--- config.mk ---
export PLATFORM = sky130hd
export DESIGN_NAME = text_writer
export DESIGN_NICKNAME = d
export VERILOG_FILES = /design/src/rtl/text_writer.sv
export SDC_FILE = /design/constraint.sdc
export NUM_CORES = 1
export LEC_CHECK = 0
export ABC_AREA = 1
export ABC_CLOCK_PERIOD_IN_PS = 4600
export BUFFER_PORTS_ARGS = -buffer_cell sky130_fd_sc_hd__buf_4
export CORE_UTILIZATION = 50
export DETAILED_ROUTE_END_ITERATION = 12
export GPL_TIMING_DRIVEN = 0
export HOLD_SLACK_MARGIN = 0.02
export PLACE_DENSITY = 0.73
export SLEW_MARGIN = 0
export SYNTH_ARGS = -nofsm -noshare
export SYNTH_HDL_FRONTEND = slang
export SYNTH_SLANG_ARGS = --single-unit
--- constraint.sdc ---
create_clock -name clk -period 4.6 [get_ports clk]
set_input_delay 0.46 -clock clk [delete_from_list [all_inputs] [get_ports clk]]
set_output_delay 0.46 -clock clk [all_outputs]
set_load 0.02 [all_outputs]
--- src/rtl/text_writer.sv ---
// text_writer: turns an ASCII byte stream into writes to a character buffer.
// It tracks a text cursor and handles CR, LF and BS.
// Optional feature: define TEXT_WRITER_CLEAR_EN so that form feed (0x0C)
// clears the whole screen to spaces, one cell per cycle.
module text_writer #(
  parameter int NCOL = 80,
  parameter int NROW = 30
) (
  input  logic       clk,
  input  logic       rst,
  input  logic       in_valid,
  input  logic [7:0] in_data,
  output logic       in_ready,
  output logic       wr_en,
  output logic [6:0] col_w,
  output logic [4:0] row_w,
  output logic [6:0] din,
  output logic [6:0] cur_col,
  output logic [4:0] cur_row,
  output logic       busy
);

  typedef enum logic {IDLE, CLEAR} state_t;

  localparam logic [6:0] LAST_COL = 7'(NCOL - 1);
  localparam logic [4:0] LAST_ROW = 5'(NROW - 1);

  state_t state;
  logic   accept;

  assign in_ready = (state == IDLE) && !rst;
  assign accept   = in_valid && in_ready;

`ifdef TEXT_WRITER_CLEAR_EN
  logic busy_r;
  assign busy = busy_r;
`else
  assign busy = 1'b0;
`endif

  // Row increment with wrap to the top (no scrolling).
  function automatic logic [4:0] next_row(input logic [4:0] r);
    return (r == LAST_ROW) ? '0 : r + 5'd1;
  endfunction

  // Byte decode, cursor update, buffer write strobe and clear sequencing.
  always_ff @(posedge clk) begin
    if (rst) begin
      state   <= IDLE;
      wr_en   <= 1'b0;
      col_w   <= '0;
      row_w   <= '0;
      din     <= '0;
      cur_col <= '0;
      cur_row <= '0;
`ifdef TEXT_WRITER_CLEAR_EN
      busy_r  <= 1'b0;
`endif
    end else begin
      wr_en <= 1'b0;
      case (state)
        IDLE: begin
          if (accept) begin
            if (in_data >= 8'h20 && in_data <= 8'h7E) begin
              wr_en <= 1'b1;
              col_w <= cur_col;
              row_w <= cur_row;
              din   <= in_data[6:0];
              if (cur_col == LAST_COL) begin
                cur_col <= '0;
                cur_row <= next_row(cur_row);
              end else begin
                cur_col <= cur_col + 7'd1;
              end
            end else if (in_data == 8'h0D) begin
              cur_col <= '0;
            end else if (in_data == 8'h0A) begin
              cur_col <= '0;
              cur_row <= next_row(cur_row);
            end else if (in_data == 8'h08 && cur_col != '0) begin
              cur_col <= cur_col - 7'd1;
              wr_en   <= 1'b1;
              col_w   <= cur_col - 7'd1;
              row_w   <= cur_row;
              din     <= 7'h20;
`ifdef TEXT_WRITER_CLEAR_EN
            end else if (in_data == 8'h0C) begin
              // The first clear strobe goes out with acceptance; col_w/row_w
              // then double as the sweep position during CLEAR.
              state  <= CLEAR;
              busy_r <= 1'b1;
              wr_en  <= 1'b1;
              col_w  <= '0;
              row_w  <= '0;
              din    <= 7'h20;
`endif
            end
          end
        end
        CLEAR: begin
          if (col_w == LAST_COL && row_w == LAST_ROW) begin
            state   <= IDLE;
            cur_col <= '0;
            cur_row <= '0;
`ifdef TEXT_WRITER_CLEAR_EN
            busy_r  <= 1'b0;
`endif
          end else begin
            wr_en <= 1'b1;
            if (col_w == LAST_COL) begin
              col_w <= '0;
              row_w <= row_w + 5'd1;
            end else begin
              col_w <= col_w + 7'd1;
            end
          end
        end
        default: state <= IDLE;
      endcase
    end
  end

endmodule
==> metrics <==
number of synthesized register bits 33; main combinational cell family by area after synthesis simple AND/OR/NAND/NOR gates; CTS tree yes; via count 2,485; Max-Cap Viols 0; Cell Rows 24; startpoint class of the critical path flop; Post-CTS Setup Inserts 0; CTS H-tree lvls 2; first-pass GRT wire length 9.80 mm; crit path DAT 2.09 ns; CP max-delay cell dfxtp_1; Fill cells 420; global routing usage on met2 39.7%; Die Wd 70.7 microns; failing checks DRC; Most Crowded Layer GR met2; Critical Path End Type flop; Worst path most repeated cell nand3_1; Core Area 4440 sq um; post-synth cell types 28; Ant. Diodes 0; max_slew headroom 62.4%; Pre-Repair DR Iteration Count 9; Routed WL 5.69 mm; clk_lat worst skew 0.29 ns; Gate Count Post-Synth 376; Bufs on Longest Clock Path 2; CP cell instances ha_1, nand3_1, nor2_2, nand3_1, nand2_2, inv_1, nor2_1, nand2_1, a21oi_1; worst hold margin 0.367 ns; VDD IR max 0.205 mV; Synth Warn # 0; Congestion Overflow GR 0; number of CTS-inserted buffers 5; area fraction in compound gates after synthesis 11.6%; Ports 45; final-report hold violation count 0; fmax 532 MHz; Avg Inst Size Synth 6.28 sq um; grt met3 use 4.99%; Num Clock Sinks 33; DP Wirelength 4.31 mm; RSZ-0062 raised after global routing false; CTS Root Buffer Type clkbuf_8; run status finished with violations; CP Max Fanout 7; sequential share of the synthesized area 28.0%; Critical Path RT 4.81 ns; layout cells sized above 1 19.7%; total negative slack 0 ns; RD Place Congestion 0.860; LEAKAGE 0.00145 uW; Iteration-0 DRC Markers 214; crit path time final 1.88 ns; Max Slew Vio Count 0; family with the most delay on the worst path simple AND/OR/NAND/NOR gates; Simple-Gate Fraction of Synth Area 43.1%; worst path bufs/invs 1; die area 5000 sq um; fraction of the mapped netlist area in adder cells 4.24%; number of global-route vias before repair 2,199; met1 usage 32.3%; Antenna Violating Nets Remaining 0; worst slew pin tran 0.564 ns; Final Setup Violations 0; Remaining DRCs 4; WL per Instance 11.9 microns; Max Clock Skew 0.00246 ns; CP Class reg -> reg; nets@finish 444; largest net degree at the start of global routing 12; synthesized cell area 2360 sq um; Hold Path Class in -> reg; initial antenna violation count 0; via/cell ratio 5.20; Post-Synth XOR/XNOR Area 3.34%; post-cts sizing count 0; Initial Utilization 53.1%; Final period util 40.8%; Layout area overhead 21.2%; syn nets 395; cts hold-fix bufs 0; Die Y 70.7 microns; PD cells 261 nW/um^2; Crit path largest cell delay 0.41 ns; GRT Util Overall 24.1%; PortBufs 42; mux share of post-synthesis cell area 0%; clk slew on worst S/H paths 0.07 ns
==> flip-flops by register name (all words and copies together) (netlist names) <==
name	flops
cur_col	7
din	7
state	1
wr_en	1
col_w	7
row_w	5
cur_row	5
==> kinds of logic after synthesis <==
kind of cell	after synthesis
fa+ha+maj	8
compound gates	50
flops	33
xor+xnor	9
other cells	1
simple gates	224
buf+inv	51
==> Yosys cell counts, drive strengths merged <==
master / n / area (sq um)
o31ai: 2 / 15.0
conb: 1 / 3.75
a211oi: 1 / 7.51
nand3: 32 / 160
xnor2: 1 / 8.76
inv: 42 / 158
buf: 7 / 62.6
nand2: 114 / 475
clkbuf: 2 / 7.51
a21oi: 25 / 136
a41oi: 1 / 8.76
ha: 8 / 100
nor3: 2 / 10.0
nand4: 6 / 37.5
nor2: 69 / 314
dfxtp: 33 / 661
xor2: 8 / 70.1
nor3b: 1 / 18.8
o21ai: 21 / 105
==> final cells by class <==
| cell class | instances | area (sq um) | share of cell area (%) |
|---|---|---|---|
| flip-flops and latches | 33 | 661 | 23.1 |
| repair buffers | 42 | 315 | 11.0 |
| multi-input cells | 292 | 1470 | 51.4 |
| well taps | 52 | 65.1 | 2.27 |
| plain buffers | 9 | 70.1 | 2.45 |
| clock inverters | 2 | 37.5 | 1.31 |
| clock buffers | 6 | 82.6 | 2.89 |
| inverters | 42 | 158 | 5.51 |
==> report_power, final <==
part	leakage (uW)	total, uW	internal (uW)	switching, uW
clock network	0.0000574	290	176	114
logic	0.00112	148	57.1	90.9
registers	0.000268	308	296	12.4
total	0.00145	746	529	217
==> through the flow <==
stage               utilization [%]  power, uW  cells  instance area [sq um]  setup slack [ns]
global placement               61.7        459    470                   2740              2.78
global route                   64.4        786    478                   2860              2.56
detailed placement             61.7        461    470                   2740              2.77
CTS                            64.4        750    478                   2860              2.76
floorplan                         -        414    376                   2360              2.91
finish                         64.4        746    478                   2860              2.72
==> path summary, 6_finish.rpt <==
path | to | depth (start not counted) | start | slack (ns)
worst max register to register | cur_col[2] | 9 | col_w[0] | 2.72
worst min register to register | din[0] | 2 | din[0] | 0.46
worst max-delay path | cur_col[2] | 9 | col_w[0] | 2.72
worst min-delay path | din[1] | 2 | rst | 0.37
==> cells in the final DEF (no fill, tap or decap), types with 8 or more instances in the layout <==
| cell | netlist | routed |
|---|---|---|
| inv_1 | 40 | 40 |
| nor2_1 | 59 | 59 |
| nand2_1 | 101 | 101 |
| buf_4 | 1 | 43 |
| nand2_2 | 10 | 10 |
| dfxtp_1 | 33 | 33 |
| nand3_1 | 32 | 32 |
| o21ai_0 | 15 | 15 |
| ha_1 | 8 | 8 |
| a21oi_1 | 24 | 24 |
| xor2_1 | 8 | 8 |
==> layer usage <==
layer,part of all wire [%],vias to the layer above
li1,-,1294
met1,49,1118
met2,45,65
met3,4.9,8
met4,1.4,0
met5,0,-
No activity file was read; power rests on OpenSTA's default activity.
